`config.mk`:
```
export PLATFORM = sky130hd
export DESIGN_NAME = pwm_wave_seq
export DESIGN_NICKNAME = d
export VERILOG_FILES = /design/src/rtl/pwm_wave_seq.sv
export SDC_FILE = /design/constraint.sdc
export NUM_CORES = 1
export LEC_CHECK = 0
export CAP_MARGIN = 20
export CELL_PAD_IN_SITES_DETAIL_PLACEMENT = 0
export CELL_PAD_IN_SITES_GLOBAL_PLACEMENT = 1
export CORE_UTILIZATION = 55
export CTS_CLUSTER_SIZE = 30
export DETAILED_ROUTE_END_ITERATION = 8
export PLACE_DENSITY_LB_ADDON = 0.05
export SYNTH_ARGS = -nofsm -noshare
export SYNTH_HDL_FRONTEND = slang
export SYNTH_SLANG_ARGS = --single-unit
export TNS_END_PERCENT = 10
```
`constraint.sdc`:
```
create_clock -name clk -period 5.1 [get_ports clk]
set_input_delay 0.765 -clock clk [delete_from_list [all_inputs] [get_ports clk]]
set_output_delay 0.765 -clock clk [all_outputs]
set_load 0.02 [all_outputs]
```
`src/rtl/pwm_wave_seq.sv`:
```
// Table-driven duty sequencer feeding a zPWM core: plays len entries, div+1 periods each, reps passes.
// Optional macro PWM_SEQ_GAIN_EN adds a 9-bit gain input (256 = unity) applied to every duty load.
module pwm_wave_seq #(
   parameter int pDEPTH = 100,
   parameter int pAW    = 7,
   parameter int pDW    = 8
) (
   input  logic           clk,
   input  logic           rst_n,
   input  logic           wr_en,
   input  logic [pAW-1:0] wr_addr,
   input  logic [pDW-1:0] wr_data,
   input  logic           start,
   input  logic           stop,
   input  logic [pAW-1:0] len,
   input  logic [7:0]     div,
   input  logic [7:0]     reps,
   input  logic           end_tick,
`ifdef PWM_SEQ_GAIN_EN
   input  logic [8:0]     gain,
`endif
   output logic           pwm_en,
   output logic [pDW-1:0] cyc_duty,
   output logic [pAW-1:0] idx,
   output logic           busy,
   output logic           done
);

   typedef enum logic [1:0] {IDLE, PRIME, RUN} state_e;

   localparam logic [pAW:0] cDEPTH = (pAW+1)'(pDEPTH);

   state_e         state_q, state_d;
   logic [pAW-1:0] len_q, len_d;
   logic [7:0]     div_q, div_d;
   logic [7:0]     reps_q, reps_d;
   logic [7:0]     per_cnt_q, per_cnt_d;
   logic [7:0]     pass_cnt_q, pass_cnt_d;
   logic [pAW-1:0] idx_q, idx_d;
   logic [pDW-1:0] duty_q, duty_d;
   logic           done_q, done_d;
   logic [pDW-1:0] tbl_q [pDEPTH];

   logic           len_ok;
   logic           wrap;
   logic [pAW-1:0] idx_adv;

   function automatic logic [pDW-1:0] f_shape(input logic [pDW-1:0] raw);
`ifdef PWM_SEQ_GAIN_EN
      logic [pDW+8:0] prod;
      prod = (pDW+9)'(raw) * (pDW+9)'(gain);
      // prod>>8 fits in pDW+1 bits; any carry into the top bit means saturation
      if (prod[pDW+8]) return '1;
      return prod[pDW+7:8];
`else
      return raw;
`endif
   endfunction

   // NOTE: the duty table has no reset so its contents survive rst_n and map onto plain RAM.
   always_ff @(posedge clk) begin
      if (state_q == IDLE && wr_en && ({1'b0, wr_addr} < cDEPTH))
         tbl_q[wr_addr] <= wr_data;
   end

   // NOTE: every sequential register uses <= so all state updates see pre-edge values.
   always_ff @(posedge clk) begin
      if (!rst_n) begin
         state_q    <= IDLE;
         len_q      <= '0;
         div_q      <= '0;
         reps_q     <= '0;
         per_cnt_q  <= '0;
         pass_cnt_q <= '0;
         idx_q      <= '0;
         duty_q     <= '0;
         done_q     <= 1'b0;
      end else begin
         state_q    <= state_d;
         len_q      <= len_d;
         div_q      <= div_d;
         reps_q     <= reps_d;
         per_cnt_q  <= per_cnt_d;
         pass_cnt_q <= pass_cnt_d;
         idx_q      <= idx_d;
         duty_q     <= duty_d;
         done_q     <= done_d;
      end
   end

   assign len_ok  = (len != '0) && ({1'b0, len} <= cDEPTH);
   assign wrap    = (idx_q == len_q - pAW'(1));
   assign idx_adv = wrap ? '0 : idx_q + pAW'(1);

   // NOTE: every _d gets its hold value first so no path through this block infers a latch.
   always_comb begin
      state_d    = state_q;
      len_d      = len_q;
      div_d      = div_q;
      reps_d     = reps_q;
      per_cnt_d  = per_cnt_q;
      pass_cnt_d = pass_cnt_q;
      idx_d      = idx_q;
      duty_d     = duty_q;
      done_d     = 1'b0;

      unique case (state_q)
         IDLE: begin
            if (start && len_ok) begin
               len_d      = len;
               div_d      = div;
               reps_d     = reps;
               per_cnt_d  = '0;
               pass_cnt_d = reps;
               state_d    = PRIME;
            end
         end
         PRIME: begin
            duty_d  = f_shape(tbl_q[0]);
            idx_d   = '0;
            state_d = RUN;
         end
         RUN: begin
            if (end_tick) begin
               if (per_cnt_q == div_q) begin
                  per_cnt_d = '0;
                  if (wrap && reps_q != 8'd0 && pass_cnt_q == 8'd1) begin
                     done_d     = 1'b1;
                     duty_d     = '0;
                     idx_d      = '0;
                     pass_cnt_d = '0;
                     state_d    = IDLE;
                  end else begin
                     if (wrap && reps_q != 8'd0) pass_cnt_d = pass_cnt_q - 8'd1;
                     idx_d  = idx_adv;
                     duty_d = f_shape(tbl_q[idx_adv]);
                  end
               end else begin
                  per_cnt_d = per_cnt_q + 8'd1;
               end
            end
         end
         default: state_d = IDLE;
      endcase

      // Abort overrides whatever the state logic decided, including a same-cycle start
      if (stop) begin
         state_d    = IDLE;
         per_cnt_d  = '0;
         pass_cnt_d = '0;
         idx_d      = '0;
         duty_d     = '0;
         done_d     = 1'b0;
      end
   end

   always_comb begin
      pwm_en = (state_q == RUN);
      busy   = (state_q != IDLE);
   end

   assign cyc_duty = duty_q;
   assign idx      = idx_q;
   assign done     = done_q;

endmodule

```
# Word level (Yosys, flattened, before mapping)
# Memories as Yosys holds them, arrays and structs flattened.
# Cells that the tools add are included.
[word_totals]
regBits = 57
mem_bits_rw = 800
input_bits = 44
output_inout_bits = 18
wordCells = 76
mem_count = 1
[mem_list]
columns = ["memory", "words", "word_bits", "read_ports", "rd_ports_with_merged_regs", "write_ports", "line_no", "source"]
rows = [
  ["tbl_q", 100, 8, 2, 0, 1, "42", "logic [pDW-1:0] tbl_q [pDEPTH];"],
]
[classes]
n_addsub = 4
magnitude_cmp = 2
eq_ne = 10
n_mux = 27
bitwise = 4
n_reduce_logical = 19
[op_table]
columns = ["op", "count"]
rows = [
  ["$mux 8", 11],
  ["$pmux 8 s2", 3],
  ["$mux 7", 4],
  ["$pmux 7 s2", 1],
  ["$add 8x1->8 const B", 1],
  ["$eq 8x1->1 const B", 1],
  ["$eq 8x8->1", 1],
  ["$mux 2", 4],
  ["$reduce_bool 8->1", 1],
  ["$sub 8x1->8 const B", 1],
  ["$add 7x1->7 const B", 1],
  ["$eq 7x7->1", 1],
  ["$le 7x7->1 const B", 1],
  ["$lt 7x7->1 const B", 1],
  ["$reduce_bool 7->1", 1],
  ["$sub 7x1->7 const B", 1],
  ["$logic_and 1x1->1", 6],
  ["$ne 2x1->1 const B", 3],
  ["$pmux 2 s3", 1],
  ["$reduce_and 3->1", 2],
  ["$reduce_bool 2->1", 3],
  ["$reduce_and 5->1", 1],
  ["$reduce_or 5->1", 1],
  ["$not 1->1", 4],
  ["9 further kinds", 11],
]

# Logic depth before layout (Yosys ltp)
# Gate-level depths: netlist of run 1.
[depth]
ltp_word = 8
depth_mapped = 15
mapped_depth_nobuf = 12

# Worst setup path after synthesis of run 1
# OpenSTA, ideal clock, no wires.
[synth_timing]
kind = "register to register"
start = "register idx_q[1], in the netlist idx[1]"
end = "register duty_q[1], in the netlist cyc_duty[1]"
setup_time_ps = 87
arrival_time_ps = 2829
required_ps = 5013
path_slack_ps = 2184
path_stages_with_launch = 12
n_path_buf = 5
period_less_slack_ps = 2916
path_cell_list = "dfxtp_1 ha_1 buf_2 buf_1 buf_2 clkbuf_1 clkbuf_1 nand3_1 a32oi_1 o21ai_0 o21a_1 o31ai_1"
[synth_between]
elab_chain_len = 7
elab_cells_between_ends = 10
classes_between = "add/sub: 1; eq/ne: 1; mux: 5; reduce/logical: 2; memory: 1"
[synth_lines]
columns = ["element", "line_no", "source"]
rows = [
  ["from (decl)", "39", "logic [pAW-1:0] idx_q, idx_d;"],
  ["from (signal assigned)", "85", "idx_q <= idx_d;"],
  ["$add 7x1->7 or $eq 7x7->1 (tied branches)", "93, 92", ""],
  ["$mux 7 or $logic_and 1x1->1 (tied branches)", "93, 127", ""],
  ["$mem_v2 100x8 or $logic_and 1x1->1 (tied branches)", "-", ""],
  ["$mux 8 *", "127", "if (wrap && reps_q != 8'd0 && pass_cnt_q == 8'd1) begin"],
  ["$mux 8 *", "125", "if (per_cnt_q == div_q) begin"],
  ["$mux 8 *", "124", "if (end_tick) begin"],
  ["$pmux 8 s2 *", "107", "unique case (state_q)"],
  ["to (signal assigned)", "86", "duty_q <= duty_d;"],
  ["to (decl)", "40", "logic [pDW-1:0] duty_q, duty_d;"],
]
# Every way passes the cells marked *; elsewhere a longest branch is shown, timed or not. The select of a mux whose other input is x is not followed.
# A chain may end at the register's enable or synchronous reset.

# Final worst setup path of run 1
[layout_timing]
start = "register idx_q[0], in the netlist idx[0]"
end = "register duty_q[7], in the netlist cyc_duty[7]"
# The elaborated chain is that of the path after synthesis.

==> impl_metrics.yaml, run 1 <==
detailed_routing:
  totalWireLength_mm: 106
  route.vias.total: 22494
  first_pass_iters: 7
  wl_per_cell_um: 30.9
  drtAntennaViolNets: 0
  drc_errors: 0
  drt-initial-drc-count: 3366
  avgViaCountPerCell: 6.56
power:
  ir_drop_mv: 0.299
  p_leak_nw: 13.0
  power_density_mw_per_mm2: 365
synth:
  post_synth.cell_area_avg_um2: 14.8
  yosysWarnings: 0
  synth_cell_types: 85
  syn-instance-count: 2368
  ys_async_sr_fraction_pct: 0
  ys_ff_latch: 857
  syn_nets: 2417
  yosysSeqAreaShare_pct: 72.0
  syn_area_mm2: 0.0349
  synth-edff-count: 800
  synthFlopType: "edfxtp_1"
worst_setup_path:
  end_kind: "flip-flop"
  critPathArrivalTime_ns: 5.16
  critical_path.max_fanout: 73
  r2r_slack_ns: 0.45
  critical_path_class: "reg2reg"
  cp-start-kind: "flip-flop"
  cpMaxStageDelayCell: "a2111oi_0"
  cp_slowest_stage_delay_ns: 1.14
  cp.required_ns: 5.62
  cp_cell_sequence: "buf_12 > inv_4 > buf_4 > o311ai_0 > a2bb2oi_1 > a2111oi_0 > buf_4 > o31ai_1 > o311ai_1 > o31ai_1"
cts:
  cts_setup_buffers: 0
  numCtsBuffers: 87
  htreeDepth: 3
  insertion_delay_ns: 0.65
  clock_sinks: 857
  cts_tree: "yes"
  cts_hold_buf: 0
  cts_buffer_depth: 3
  post_cts_resized: 0
  path_clk_slew_ns: 0.06
  root_buffer: "clkbuf_16"
floorplan:
  die-area_mm2: 0.0645
  num_rows: 92
  initial_core_util_pct: 55.5
  dieWidth_um: 254
  core_mm2: 0.0630
  die_h_um: 254
  io_pins: 62
sta:
  clock-skew-final_ns: 0.0192
  grt_setup_unrepaired: "no"
  min_period_over_period_pct: 91.1
  timing.hold.ws_ns: 0.485
  layout_min_cycle_time_ns: 4.65
  fin_setup_tns_ns: 0
  tightest_slew_ns: 1.36
  final-hold-violation-count: 0
  relSlewSlack_pct: 7.30
  max_freq_mhz: 215
  setup_viol: 0
  slew_violations: 0
global_routing:
  grt_pass1_wl_mm: 151
  antenna_found_initial: 0
  grt_max_degree: 74
  grt_overflow: 0
  track_usage_pct: 33.3
  grt_pass1_vias: 21310
cells_and_area:
  nFillCells: 4594
  fin_area_mm2: 0.0402
  drive_gt1_share_pct: 14.1
  finalNetCount: 2560
  area_growth_pct: 15.0
place:
  hpwl_mm: 68.4
  placedInstanceArea_mm2: 0.0372
  portBuffers: 61
  gp_routability_congestion: 0.960
job:
  drv_cap: 0
outcome:
  status: "finished, final reports clean"
worst_hold_path:
  hold_class: "reg2reg"
## where the power goes
part	leakage [nW]	total (mW)	switching, mW	internal [mW]
registers	7.65	7.73	0.0195	7.71
clock network	1.42	6.56	2.69	3.87
logic	3.92	0.381	0.273	0.108
total	13.0	14.7	2.98	11.7
## state kept, by name (all words and copies together) (netlist names)
name,count
state_q,2
pass_cnt_q,8
per_cnt_q,8
tbl_q,800
idx,7
done,1
len_q,7
div_q,8
reps_q,8
cyc_duty,8
## final timing paths
| check | from | to | depth (start not counted) |
|---|---|---|---|
| hold / removal | pass_cnt_q[7] | pass_cnt_q[7] | 2 |
| hold reg to reg | pass_cnt_q[7] | pass_cnt_q[7] | 2 |
| setup / recovery | idx[0] | cyc_duty[7] | 10 |
| setup reg to reg | idx[0] | cyc_duty[7] | 10 |
## metrics by stage
stage / setup WS (ns) / util (%) / power [mW] / std cells
floorplan: 2.18 / - / 8.01 / 2368
global placement: 0.712 / 59.1 / 8.24 / 3267
detailed placement: 0.752 / 59.1 / 8.25 / 3267
CTS: 0.717 / 63.8 / 14.7 / 3428
global route: 0.579 / 63.8 / 15.0 / 3429
finish: 0.453 / 63.8 / 14.7 / 3430
## area by class of cell
class | count | area, µm² | area share [%]
clock buffers | 111 | 2300 | 5.72
clock inverters | 50 | 631 | 1.57
repair buffers | 200 | 1780 | 4.43
multi-input cells | 1354 | 9190 | 22.9
flip-flops and latches | 857 | 25200 | 62.6
well taps | 846 | 1060 | 2.63
inverters | 11 | 43.8 | 0.109
diodes | 1 | 2.50 | 0.00623
## Yosys cell counts (all sizes together) (15+ instances only)
master  count  area [µm²]
edfxtp    800       24000
nand2     222         836
nor2      210         788
mux2i     131        1310
a21oi     119         599
buf        77         377
nand3      71         355
clkbuf     69         259
dfxtp      57        1140
o21ai      57         285
nor2b      40         250
mux4       39         878
o22ai      35         225
a211oi     34         255
nor3       34         186
a221oi     26         228
mux2       25         282
o31ai      22         170
a31oi      21         131
xor2       21         184
o211ai     17         133
o311a      17         170
xnor2      17         156
and3       15        93.8
## cell usage in the layout (no fill, tap or decap), types with 12 or more instances in the layout
cell / synthesis / routed
clkbuf_1: 69 / 22
a211oi_1: 34 / 34
a221oi_1: 26 / 26
a21oi_1: 118 / 118
nor3_1: 32 / 31
o22ai_1: 34 / 34
nand2_1: 221 / 219
clkinv_1: 1 / 15
o21ai_0: 52 / 52
clkdlybuf4s50_1: 0 / 53
a32o_1: 12 / 12
o311a_1: 17 / 17
o31ai_1: 21 / 21
mux2_2: 24 / 24
nor2b_1: 40 / 40
clkbuf_16: 0 / 88
mux2i_1: 131 / 131
bufinv_16: 0 / 13
buf_4: 4 / 135
xnor2_1: 16 / 15
nor2_1: 210 / 206
xor2_1: 21 / 20
a31oi_1: 21 / 21
edfxtp_1: 800 / 800
o211ai_1: 16 / 16
clkinv_2: 0 / 13
and3_1: 15 / 15
nand3_1: 71 / 71
mux4_2: 39 / 39
dfxtp_1: 57 / 56
## worst max-delay path: cells and delay by family (launching register included)
| kind | cells | cell delay, ns |
|---|---|---|
| compound gates | 6 | 2.36 |
| buf+inv | 4 | 1.43 |
| flops | 1 | 0.54 |
## logic make-up (layout without fill, tap and decap cells)
logic type	count (synthesis)	after routing	synth area share [%]
AO/OA/AOI/OAI	482	482	9.75
XOR/XNOR	38	38	0.974
adder cells (fa/ha/maj)	5	5	0.179
buffers and inverters	157	372	1.94
flip-flops	857	857	72.0
multiplexers	195	195	7.07
other	0	1	0
AND/OR/NAND/NOR	634	634	8.05
## metal layers
layer	wire, µm	GRT usage (%)
met2	48100	50.2
met4	2910	9.41
met3	11300	6.82
met5	0	0
met1	43800	49.2
Note: power is estimated with default switching activity, not from simulation.
==> inputs of run 2 (changes only) <==
CORE_ASPECT_RATIO = 0.5   (was default)
CORE_MARGIN = 2   (was default)
==> run 2 against run 1 <==
Against the previous run:
- clock skew rose by 0.0057 ns
- via count grew 0.54%
- global-route usage down 0.90 points
- worst hold slack improved by 0.0048 ns
- critical path depth up 4
- maximum frequency up 12%
- highest routed layer unchanged
==> impl_metrics.yaml, run 2 (synthesis results as in run 1) <==
outcome:
  status: "finished, final reports clean"
global_routing:
  grt_overflow: 0
  antenna_found_initial: 1
  track_usage_pct: 32.4
  grt_pass1_vias: 21218
  grt_max_degree: 79
  grt_pass1_wl_mm: 152
worst_setup_path:
  cpLargestDelayFamily: "compound AO/OA/AOI/OAI gates"
  critical_path.max_fanout: 52
  end_kind: "flip-flop"
  cp_slowest_stage_delay_ns: 0.54
  cp.required_ns: 5.67
  critical_path_class: "reg2reg"
  cp_num_buf_inv: 3
  cp-start-kind: "flip-flop"
  critPathArrivalTime_ns: 4.71
  cpMostUsedCell: "buf_12"
  cp_cell_sequence: "inv_1 > ha_1 > nor3b_2 > xnor2_1 > nor4_4 > o211ai_4 > buf_12 > nand2_2 > buf_12 > o221ai_1 > o21a_1 > a21oi_1 > o2111ai_1 > o31ai_1"
  cpMaxStageDelayCell: "a21oi_1"
sta:
  max_freq_mhz: 242
  min_period_over_period_pct: 81.1
  relSlewSlack_pct: 19.1
  setup_viol: 0
  layout_min_cycle_time_ns: 4.14
  fin_setup_tns_ns: 0
  clock-skew-final_ns: 0.0249
  slew_violations: 0
  grt_setup_unrepaired: "no"
  tightest_slew_ns: 1.21
  worst_slack_ns: 0.962
  final-hold-violation-count: 0
cells_and_area:
  fin_cells: 3418
  drive_gt1_share_pct: 13.9
  fin_area_mm2: 0.0398
  regMostFlops: "tbl_q"
  nFillCells: 4614
  mostFrequentLayoutCells: "edfxtp_1, nand2_1, nor2_1, buf_4, mux2i_1"
  fin_util_pct: 63.3
  seqCellArea_mm2: 0.0252
  antennaDiodeCount: 0
  area_growth_pct: 14.0
  final_common_cell: "edfxtp_1"
  multi_input_comb_area_mm2: 0.00920
  largest_register_ffs: 800
  finalNetCount: 2568
cts:
  post_cts_resized: 0
  clock_sinks: 857
  htreeDepth: 3
  cts_buffer_depth: 3
  path_clk_slew_ns: 0.07
  cts_tree: "yes"
  insertion_delay_ns: 0.66
  cts_hold_buf: 0
  cts_setup_buffers: 0
  numCtsBuffers: 75
  root_buffer: "clkbuf_16"
power:
  power_density_mw_per_mm2: 350
  p_leak_nw: 12.9
  ir_drop_mv: 0.291
job:
  drv_cap: 0
detailed_routing:
  avgViaCountPerCell: 6.62
  totalWireLength_mm: 107
  wl_per_cell_um: 31.2
  drtAntennaViolNets: 0
  route.vias.total: 22615
  first_pass_iters: 5
  drt-initial-drc-count: 3659
  drc_errors: 0
place:
  portBuffers: 61
  hpwl_mm: 67.8
  dp_slack_ns: 0.977
  gp_routability_congestion: 0.939
  place_inst: 3278
  placedInstanceArea_mm2: 0.0373
floorplan:
  initial_core_util_pct: 55.5
  num_rows: 65
  die_h_um: 182
  io_pins: 62
  die-area_mm2: 0.0657
  core_mm2: 0.0629
  dieWidth_um: 360
worst_hold_path:
  hold_class: "reg2reg"
run 2: cell count changes in the layout (fill, tap and decap cells not counted), moves of 2 or more:
cell and change:
clkbuf_16 -9, clkinv_2 -10, inv_6 -2, clkbuf_1 +3
clkbuf_8 +3, buf_4 +22, buf_12 -2, bufinv_16 -6
run 2: cell type report:
cell class              instances  area share [%]
repair buffers                220            4.76
clock inverters                31           0.898
multi-input cells            1354            23.1
clock buffers                 108            5.34
well taps                     837            2.63
inverters                      11           0.110
flip-flops and latches        857            63.2
run 2: path summary, 6_finish.rpt:
| check | start | end | slack [ns] | cells past startpoint |
|---|---|---|---|---|
| min | pass_cnt_q[7] | pass_cnt_q[7] | 0.49 | 2 |
| min reg2reg | pass_cnt_q[7] | pass_cnt_q[7] | 0.49 | 2 |
| max | len_q[0] | cyc_duty[5] | 0.96 | 14 |
| max reg2reg | len_q[0] | cyc_duty[5] | 0.96 | 14 |
run 2: where the power goes:
group / leakage [nW] / internal [mW] / switching, mW
combinational: 4.02 / 0.107 / 0.268
sequential: 7.65 / 7.70 / 0.0187
clock: 1.19 / 3.28 / 2.58
total: 12.9 / 11.1 / 2.87
run 2: stage by stage:
step           hold slack, ns  power (mW)
4_1_cts                 0.488        14.0
5_1_grt                 0.528        14.3
3_5_place_dp            0.476        8.25
2_1_floorplan           0.450        8.01
3_3_place_gp            0.464        8.24
6_report                0.490        14.0
run 2: worst min-delay path, cell delays in order, from the launching register on:
cell and delay (ns):
dfxtp_1 0.32, nand2_1 0.06, a21oi_1 0.06
run 2: layer usage:
metal  track usage [%]  up-vias  routed length [µm]
li1                  -     9571                   -
met1              49.3    11442               44900
met2              46.5     1438               45600
met3              9.17      164               13700
met4              7.38        0                2400
met5                 0        -                   0
==> variant, RTL diff (config.mk and constraints of run 2) <==
Make the reset (`rst_n`) asynchronous in one clocked block.
--- a/src/rtl/pwm_wave_seq.sv
+++ b/src/rtl/pwm_wave_seq.sv
@@ -64,7 +64,7 @@
    end
 
    // NOTE: every sequential register uses <= so all state updates see pre-edge values.
-   always_ff @(posedge clk) begin
+   always_ff @(posedge clk or negedge rst_n) begin
       if (!rst_n) begin
          state_q    <= IDLE;
          len_q      <= '0;
Formal check against the unedited RTL: differs if rst_n is asserted again (counterexample within 4 cycles, from zero or initial values and one cycle with rst_n low); with rst_n held inactive, the same outputs for 4 cycles.
==> variant against run 2 <==
- synthesized area is 0.86% higher
- synthesized cell count is 4.7% higher
- first-iteration DRC count is 0.38% lower
- non-clock buffer count is 40 lower
- clock skew is 0.0099 ns higher
- via count is 2.6% higher
- sequential cell count stayed put
- global-route usage is 1.3 points higher
- total power is 2.0% higher
- worst setup slack worse by 0.36 ns
- count of clock-buffer cells in the layout is 18 lower
- design area is 0.24% lower
- routed wire length is 4.3% higher
- highest routed layer is now met5
==> variant: results (changes against run 2) <==
top routing layer used=met5 (was met4); R2R depth=10 (was 14); leakage power=0.0128 uW (was 0.0129 uW); Crit. Startpoint=idx[0] (was len_q[0]); worst hold margin=0.287 ns (was 0.490 ns); non-filler cells, final=3490 (was 3418); Initial DRT Pass Iterations=6 (was 5); clk_skew=0.0348 ns (was 0.0249 ns); routed wire length=111000 um (was 107000 um); Mapped Avg Cell Area=14.2 um2 (was 14.8 um2); Filler cells=4680 (was 4614); critical path endpoint=cyc_duty[6] (was cyc_duty[5]); status=complete, no violations (unchanged); post-placement cell count=3348 (was 3278); root buffer cell=clkbuf_16 (unchanged); Global Route met1 Usage=0.488 (was 0.493); final period utilization=0.882 (was 0.811); via count=23200 (was 22600); detailed router's first-iteration violation count=3645 (was 3659); Worst EP arrival=5.04 ns (was 4.71 ns); cell family with most CP delay=simple AND/OR/NAND/NOR gates (was compound AO/OA/AOI/OAI gates); routing usage on met2=0.456 (was 0.465); Worst path slowest cell=xor2_1 (was a21oi_1); Yosys cell types=80 (was 85); Nets=2638 (was 2568); post-place setup slack=0.879 ns (was 0.977 ns); syn_nets=2529 (was 2417); post-CTS sizing=0 (unchanged); VDD IR-drop max=251 uV (was 291 uV); global-route wire length before repair=157000 um (was 152000 um); WL met3=16200 um (was 13700 um); HPWL Detailed=71600 um (was 67800 um); Placed Area=37200 um2 (was 37300 um2); CP max FO=31 (was 52); met2 WL=45500 um (was 45600 um); Worst Hold Class=input pin to asynchronous set/reset pin (was flop to flop); crit-path max cell delay=1.05 ns (was 0.54 ns); ranking of synthesized cells by area=edfxtp_1, dfrtp_1, nand2_1 (was edfxtp_1, mux2i_1, dfxtp_1); Final GP Congestion=0.986 (was 0.939)
## variant: cell types whose count changed in the layout (fill, tap and decap cells not counted), moves of 26 or more
cell	before	now
buf_4	157	122
dfrtp_1	0	56
dfxtp_1	56	0
mux2_2	24	50
mux2i_1	131	98
nand2_1	219	278
nor2_1	206	237
nor2b_1	40	9
o21ai_0	52	114
## variant: power by group
part | switching [uW] | internal [uW]
registers | 60.1 | 7750
clock network | 2640 | 3250
logic | 368 | 168
total | 3070 | 11200
## variant: layout make-up
type,count,area [um2],share of cell area
Timing Repair Buffer,180,1550,0.0390
Tap cell,837,1050,0.0264
Sequential cell,857,25500,0.640
Inverter,12,47.5,0.00120
Clock buffer,90,1980,0.0497
Multi-Input combinational cell,1463,9160,0.230
Clock inverter,49,507,0.0128
Antenna cell,2,5.00,0.000126
## variant: kinds of logic after synthesis
family,share of synthesized area
compound gates,0.0966
xor+xnor,0.00771
fa+ha+maj,0.00178
buf+inv,0.0195
flops,0.722
mux,0.0598
simple gates,0.0924
